[src/rtl/cpu5_pkg.sv]
// Shared definitions for the 5-bit CPU: word widths, opcodes, FSM states.
// Imported by the sequencer, its PC counter, the bus interface and the bench.
package cpu5_pkg;

    localparam int DW = 5;
    localparam int AW = 3;

    localparam logic [1:0] OP_LD  = 2'b00;
    localparam logic [1:0] OP_LDI = 2'b01;
    localparam logic [1:0] OP_JMP = 2'b10;
    localparam logic [1:0] OP_HLT = 2'b11;

    typedef enum logic [2:0] {
        IDLE,
        FETCH,
        DECODE,
        EXEC,
        HALT
    } state_t;

endpackage

[src/rtl/cpu5_ld_sequencer_if.sv]
// Memory + accumulator bus of the sequencer.
// master: drives mem_addr, acc_din, acc_sel; reads mem_rdata.
// slave:  memory/accumulator side, drives mem_rdata.
interface cpu5_ld_sequencer_if;
    import cpu5_pkg::*;

    logic [AW-1:0] mem_addr;
    logic [DW-1:0] mem_rdata;
    logic [DW-1:0] acc_din;
    logic          acc_sel;

    modport master (
        output mem_addr,
        output acc_din,
        output acc_sel,
        input  mem_rdata
    );

    modport slave (
        input  mem_addr,
        input  acc_din,
        input  acc_sel,
        output mem_rdata
    );

endinterface

[src/rtl/cpu5_pc_counter.sv]
// AW-bit program counter: sync reset, parallel load, increment (wraps).
// Ports: clk, reset, inc, load, d (load value), q (current PC).
module cpu5_pc_counter
    import cpu5_pkg::*;
(
    input  logic          clk,
    input  logic          reset,
    input  logic          inc,
    input  logic          load,
    input  logic [AW-1:0] d,
    output logic [AW-1:0] q
);

    always_ff @(posedge clk) begin
        if (reset) begin
            q <= '0;
        end else if (load) begin
            q <= d;
        end else if (inc) begin
            q <= q + 1'b1;
        end
    end

endmodule

[src/rtl/cpu5_ld_sequencer.sv]
// Fetch/decode/execute sequencer for the 5-bit CPU (LD, LDI, JMP, HLT).
// Ports: clk, reset, run, bus (mem_addr/mem_rdata/acc_din/acc_sel),
//        instr_done, halted, pc.
module cpu5_ld_sequencer
    import cpu5_pkg::*;
(
    input  logic                 clk,
    input  logic                 reset,
    input  logic                 run,
    cpu5_ld_sequencer_if.master  bus,
    output logic                 instr_done,
    output logic                 halted,
    output logic [AW-1:0]        pc
);

    state_t        state;
    state_t        state_nxt;
    logic [DW-1:0] ir;
    logic [1:0]    opcode;
    logic [AW-1:0] operand;
    logic          pc_inc;
    logic          pc_load;

    assign opcode  = ir[DW-1:AW];
    assign operand = ir[AW-1:0];
    assign pc_inc  = (state == FETCH);
    assign pc_load = (state == EXEC) && (opcode == OP_JMP);

    cpu5_pc_counter u_pc (
        .clk   (clk),
        .reset (reset),
        .inc   (pc_inc),
        .load  (pc_load),
        .d     (operand),
        .q     (pc)
    );

    always_ff @(posedge clk) begin
        if (reset) begin
            state <= IDLE;
        end else begin
            state <= state_nxt;
        end
    end

    always_ff @(posedge clk) begin
        if (reset) begin
            ir <= '0;
        end else if (state == FETCH) begin
            ir <= bus.mem_rdata;
        end
    end

    always_comb begin
        state_nxt    = IDLE;
        bus.mem_addr = '0;
        bus.acc_din  = '0;
        bus.acc_sel  = 1'b0;
        instr_done   = 1'b0;
        halted       = 1'b0;
        unique case (state)
            IDLE: begin
                state_nxt = run ? FETCH : IDLE;
            end
            FETCH: begin
                bus.mem_addr = pc;
                state_nxt    = DECODE;
            end
            DECODE: begin
                if (opcode == OP_HLT) begin
                    instr_done = 1'b1;
                    state_nxt  = HALT;
                end else begin
                    state_nxt  = EXEC;
                end
            end
            EXEC: begin
                bus.mem_addr = operand;
                instr_done   = 1'b1;
                if (opcode == OP_LD) begin
                    bus.acc_din = bus.mem_rdata;
                    bus.acc_sel = 1'b1;
                end else if (opcode == OP_LDI) begin
                    bus.acc_din = {{(DW-AW){1'b0}}, operand};
                    bus.acc_sel = 1'b1;
                end
                state_nxt = run ? FETCH : IDLE;
            end
            HALT: begin
                halted    = 1'b1;
                state_nxt = HALT;
            end
            default: begin
                state_nxt = IDLE;
            end
        endcase
        // A reset landing in EXEC/DECODE aborts the instruction: no strobes.
        if (reset) begin
            bus.acc_sel = 1'b0;
            bus.acc_din = '0;
            instr_done  = 1'b0;
        end
    end

endmodule

[src/flat_wrapper.sv]
// flat-port wrapper written by rule: the top's interface ports become plain ports
module cpu5_ld_sequencer_flat import cpu5_pkg::*;
  (clk, reset, run, instr_done, halted, pc, bus_mem_addr, bus_acc_din, bus_acc_sel, bus_mem_rdata);
  cpu5_ld_sequencer_if bus_i ();
  input  logic clk;
  input  logic reset;
  input  logic run;
  output logic instr_done;
  output logic halted;
  output logic [AW-1:0] pc;
  output wire logic [$bits(bus_i.mem_addr)-1:0] bus_mem_addr;
  output wire logic [$bits(bus_i.acc_din)-1:0] bus_acc_din;
  output wire logic [$bits(bus_i.acc_sel)-1:0] bus_acc_sel;
  input wire logic [$bits(bus_i.mem_rdata)-1:0] bus_mem_rdata;
  assign bus_mem_addr = bus_i.mem_addr;
  assign bus_acc_din = bus_i.acc_din;
  assign bus_acc_sel = bus_i.acc_sel;
  assign bus_i.mem_rdata = bus_mem_rdata;
  cpu5_ld_sequencer u_core (.clk(clk), .reset(reset), .run(run), .bus(bus_i), .instr_done(instr_done), .halted(halted), .pc(pc));
endmodule
[config.mk]
export PLATFORM = sky130hd
export DESIGN_NAME = cpu5_ld_sequencer_flat
export DESIGN_NICKNAME = d
export VERILOG_FILES = /design/src/rtl/cpu5_pkg.sv /design/src/rtl/cpu5_ld_sequencer_if.sv /design/src/rtl/cpu5_pc_counter.sv /design/src/rtl/cpu5_ld_sequencer.sv /design/src/flat_wrapper.sv
export SDC_FILE = /design/constraint.sdc
export NUM_CORES = 1
export LEC_CHECK = 0
export BUFFER_PORTS_ARGS = -buffer_cell sky130_fd_sc_hd__buf_2
export CAP_MARGIN = 20
export CORE_MARGIN = 4
export CORE_UTILIZATION = 25
export CTS_BUF_LIST = sky130_fd_sc_hd__clkbuf_4 sky130_fd_sc_hd__clkbuf_8 sky130_fd_sc_hd__clkbuf_16
export DETAILED_ROUTE_END_ITERATION = 16
export GPL_ROUTABILITY_DRIVEN = 0
export PLACE_DENSITY = 0.46
export SLEW_MARGIN = 5
export SYNTH_ARGS = -nofsm -noshare
export SYNTH_HDL_FRONTEND = slang
export SYNTH_SLANG_ARGS = --single-unit
[constraint.sdc]
create_clock -name clk -period 1.8 [get_ports clk]
set_clock_uncertainty 0.05 [all_clocks]
set_input_delay 0.09 -clock clk [delete_from_list [all_inputs] [get_ports clk]]
set_output_delay 0.09 -clock clk [all_outputs]
set_load 0.05 [all_outputs]
# Word level (Yosys, flattened, before mapping)
# Index checks and enable logic that the tools add are counted.
# W data, S select, Z words.
dict set report totals {
  output_inout_bits 14
  regBits 11
  elab_cells 34
  inputBits 8
}
dict set report classes {
  n_eq_ne 7
  n_addsub 1
  n_mux 18
  reduce_logical 5
}
# op count
set op_table {}
lappend op_table {{$mux W5} 3}
lappend op_table {{$mux W3} 4}
lappend op_table {{$pmux W3 S4} 1}
lappend op_table {{$mux W1} 8}
lappend op_table {{$eq A3 B2 Y1 const B} 2}
lappend op_table {{$pmux W3 S2} 1}
lappend op_table {{$eq A2 B2 Y1 const B} 2}
lappend op_table {{$add A3 B1 Y3 const B} 1}
lappend op_table {{$eq A3 B1 Y1 const B} 1}
lappend op_table {{$eq A3 B3 Y1 const B} 1}
lappend op_table {{$logic_not A3 Y1} 1}
lappend op_table {{$eq A2 B1 Y1 const B} 1}
lappend op_table {{$logic_not A2 Y1} 1}
lappend op_table {{$pmux W1 S2} 1}
lappend op_table {{$reduce_bool A2 Y1} 1}
lappend op_table {{$reduce_or A2 Y1} 1}
lappend op_table {{$logic_and A1 B1 Y1} 1}

# Depth between registers and ports, before layout
dict set report logic_depth {
  word_depth 5
  mapped_depth 5
  ltp_nobuf 4
}

# By module
# From an unflattened synthesis, not the netlist that was laid out.
dict set report unflattened {
  hier_cells 75
  area_unflattened_um2 648.1
}
# mod area_each_um2 seq_area_each_um2 instances cells_each
set by_module_without_submodules {}
lappend by_module_without_submodules {cpu5_ld_sequencer 489.2 160.2 1 60}
lappend by_module_without_submodules {cpu5_pc_counter 158.9 60.1 1 15}

# Least setup slack after synthesis
# Ideal clock, no wire load.
dict set report synth_path {
  path_type {register -> output}
  from {register u_core.state[1]}
  to {output port instr_done}
  arrival_ns 2.125
  stages_incl_launch_ff 3
  n_path_buf 1
  setup_slack_ns -0.465
  t_required_ns 1.660
  cell_sequence {dfxtp_1 buf_4 nor4b_1}
}
dict set report synth_via {
  elab_chain_len 3
  elab_cells_between_ends 4
  cone_classes {eq/ne (2); mux (2)}
}
# element line_no
set synth_rtl {}
lappend synth_rtl {{from (decl)} cpu5_ld_sequencer.sv:16} ;# state_t state;
lappend synth_rtl {{from (signal assigned)} cpu5_ld_sequencer.sv:42} ;# state <= state_nxt;
lappend synth_rtl {{$eq A3 B2 Y1} cpu5_ld_sequencer.sv:61} ;# unique case (state)
lappend synth_rtl {{$pmux W1 S2 (*)} cpu5_ld_sequencer.sv:61}
lappend synth_rtl {{$mux W1 (*)} cpu5_ld_sequencer.sv:98} ;# if (reset) begin
lappend synth_rtl {{to (decl)} flat_wrapper.sv:8} ;# output logic instr_done;
# Every way passes the cells marked *; elsewhere a longest branch is shown, timed or not.

# Worst setup path in the final report
dict set report layout_path {
  from {register u_core.ir[4]}
  to {output port bus_acc_din[4]}
}
dict set report layout_via {
  elab_chain_len 4
}
# element line_no
set layout_rtl {}
lappend layout_rtl {{from (decl)} cpu5_ld_sequencer.sv:18} ;# logic [DW-1:0] ir;
lappend layout_rtl {{from (signal assigned)} cpu5_ld_sequencer.sv:50} ;# ir <= bus.mem_rdata;
lappend layout_rtl {{$logic_not A2 Y1} cpu5_ld_sequencer.sv:80} ;# if (opcode == OP_LD) begin
lappend layout_rtl {{$mux W5} cpu5_ld_sequencer.sv:80}
lappend layout_rtl {{$mux W5} cpu5_ld_sequencer.sv:61}
lappend layout_rtl {{$mux W5} cpu5_ld_sequencer.sv:98}
lappend layout_rtl {{to (decl)} flat_wrapper.sv:12} ;# output wire logic [$bits(bus_i.acc_din)-1:0] bus_acc_din;
# No other way between the ends.

==> results.md <==
- Outcome: finished, final reports clean
- Endpoints failing setup: 0
- Int Pwr: ~410 uW
- Synth async-reset ratio: 0%
- Post-synth EDFFs: 0
- Total GRT Usage: a little under 10%
- CP Cell Sequence: or4_4 -> nor3b_4 -> buf_6
- TritonCTS clock tree: yes
- IO Pins: 22
- Die X: between 50 and 60 microns
- Design area: 866 sq um
- Post-synthesis cell area: roughly 670 sq um
- Slew headroom: 83.3%
- Initial antenna violation count: 0
- Syn avg cell area: 9.12 sq um
- Seq pwr share: between 40% and 50%
- Largest net degree at the start of global routing: 13
- Post-synthesis mux area share: roughly 18%
- Slew @ Worst Pin: ~0.25 ns
- Die Ht: around 60 microns
- H-tree Lvls: 1
- Vias per cell: 4.72
- Largest family of logic cells by synthesized area: simple AND/OR/NAND/NOR gates
- Clk_lat worst skew: approximately 0.28 ns
- Tcrit/Tclk final: a little over nine tenths
- Max-slew violations: 0
- Final WL: 1590 microns
- Starting DRT DRC Count: 9
- Clock Tree Root: clkbuf_4
- Clk pwr share: between 20% and 30%
- CORE AREA: ~2500 sq um
- Worst IR Drop VDD: 0.428 mV
- First-pass GRT wire length: roughly 2600 microns
- Proportion of layout cells with a drive suffix above 1: 38.1%
- CP Data Arrival Time: between 1.5 and 2 ns
- Netlist cell types: 24
- Synth top area cells: dfxtp_1 33%, mux2i_1 18%, nor2_1 6.8%
- Register area share after synthesis: around 33%
- Unrepaired setup endpoints after global routing: false
- Synth area leader: dfxtp_1
- Hold Startpoint: bus_mem_rdata[3]
- Antenna Cells: 0
- Vias in the first global route: 577
- First-pass iteration count of the detailed router: 4
- Post-DR wirelength/cell: about 13 microns
- Detailed-route via count: 600
- DP Area: around 820 sq um
- Fin cells: about 130
- Initial Utilization: 26.6%
- Core Rows: 18
- Slowest cell delay on critical path: between 0.5 and 0.6 ns
- Post-Synth XOR/XNOR Area: 2.63%
- Antenna viol nets, final: 0
- Total gr overflow: 0
- Fmax: approximately 580 MHz
- Leak Pwr: roughly 0.00037 uW
- Die area: 3550 sq um
- Clk pin slew, worst setup/hold paths: approximately 0.09 ns
- Yosys top cell area share: 33.1%
- Net Sw Frac: about a third
- RR Startpoint: u_core.state[1]$_SDFF_PP0_
- Cts hold-fix bufs: 0
- Commonest non-fill, non-tap cell in the layout: buf_2
- Final hold vios: 0
- TNS Setup: 0 ns
- Switching power total: roughly 210 uW
- Fillcell total: 272
- Post-synth net total: 82
- Placed insts: between 100 and 150
- Main flop type after synthesis: dfxtp_1
- Final #Nets: between 100 and 150
- Number of max-cap violations: 0
- Sink Count: 11
- FF+latch count, synth: 11
- Critical path data required time: 1.66 ns
- Compound-gate portion of the synthesized area: ~9.8%
- CTS buffer count: 3
- Port bufs: 21
- Combinational Power Share: 26.6%
- Final Core Density: 34.6%
- Setup CP Type: reg -> out
- Synthesis Warnings: 0
- CP startpoint kind: flip-flop
- Minimum clock period: 1.72 ns
- Post-CTS Setup Repair Bufs: 0
- Power Total: 627 uW
- Crit path from: u_core.ir[4]$_SDFFE_PP0N_
- Area Growth Syn to Fin: 30.1%
- Worst setup EP type: primary output
- Most frequent cells in the layout: 17 x buf_2, 12 x mux2i_1, 12 x nor2_1
- Worst min path class: in -> reg
- Clk buf depth: 2
- Cells after Synth: 73
- Drt drc: 0
- Post-Synth Simple-Gate Area: 26.1%
- Synthesized-area fraction occupied by adder cells: 1.88%
- Slowest CP cell: or4_4
- DP Wirelength: between 1000 and 1500 microns
- Crit path max fanout: 6
- PwrDens: about 720 nW/um^2
-- state kept, by name (all words and copies together) (netlist names) --
signal,cells
u_core.ir,5
u_core.state,3
u_core.u_pc.q,3
-- area by class of cell --
class / count / area (sq um) / area share (%)
clock inverters: 1 / 5.00 / 0.578
well taps: 30 / 37.5 / 4.34
repair buffers: 27 / 171 / 19.8
clock buffers: 3 / 22.5 / 2.60
inverters: 2 / 7.51 / 0.867
multi-input cells: 53 / 402 / 46.4
flip-flops and latches: 11 / 220 / 25.4
-- synth_stat cells, drive strengths merged, types with 2 or more instances --
cell    number
a21oi        4
mux2i       12
nor3b        3
nor2        12
xnor2        2
a211oi       3
nand2        2
inv          2
or2b         2
dfxtp       11
nand4b       2
buf          6
o31ai        3
nand2b       2
-- power by group through the flow --
stage          Clock [uW]  Sequential [uW]  Combinational [uW]
2_1_floorplan           0              298                 110
5_1_grt               198              282                 182
6_report              182              278                 167
3_5_place_dp            0              284                 166
3_3_place_gp            0              283                 166
4_1_cts               190              279                 168
-- metrics by stage --
stage               hold slack, ns  setup WS [ns]
global route                0.0147         0.0398
global placement             0.284          0.270
floorplan                    0.187        -0.0575
finish                     0.00823         0.0830
CTS                        0.00367        0.00632
detailed placement           0.308          0.245
-- path summary, 6_finish.rpt --
check        slack, ns                             to  cells past startpoint
max               0.08                 bus_acc_din[4]                      3
min reg2reg       0.51      u_core.ir[2]$_SDFFE_PP0N_                      2
max reg2reg       0.47  u_core.u_pc.q[1]$_SDFFE_PP0P_                      5
min              0.008      u_core.ir[3]$_SDFFE_PP0N_                      3
-- layer usage --
metal,wire length (microns),vias to the layer above,global-route usage (%)
li1,-,304,-
met1,761,276,12.7
met2,709,18,15.3
met3,113,2,4.14
met4,8,0,2.85
met5,0,-,0
-- cell families (layout without fill, tap and decap cells) --
kind of cell | after synthesis | in the layout
mux | 12 | 12
compound gates | 10 | 10
flops | 11 | 11
fa+ha+maj | 1 | 1
simple gates | 28 | 28
buf+inv | 9 | 33
xor+xnor | 2 | 2
-- critical path: cells and delay by family, from the launching register on --
kind                   cells  cell delay [ns]
DFF                        1             0.35
buffers and inverters      1             0.18
and+or+nand+nor            2             0.77
-- repair_timing --
action / 4_1_cts / 5_1_grt
endpoints found under the setup margin: 3 / 5
resized for setup: 4 / 3
gates cloned: 0 / 0
pin swaps: 0 / 1
(Power assumes the default switching activity.)
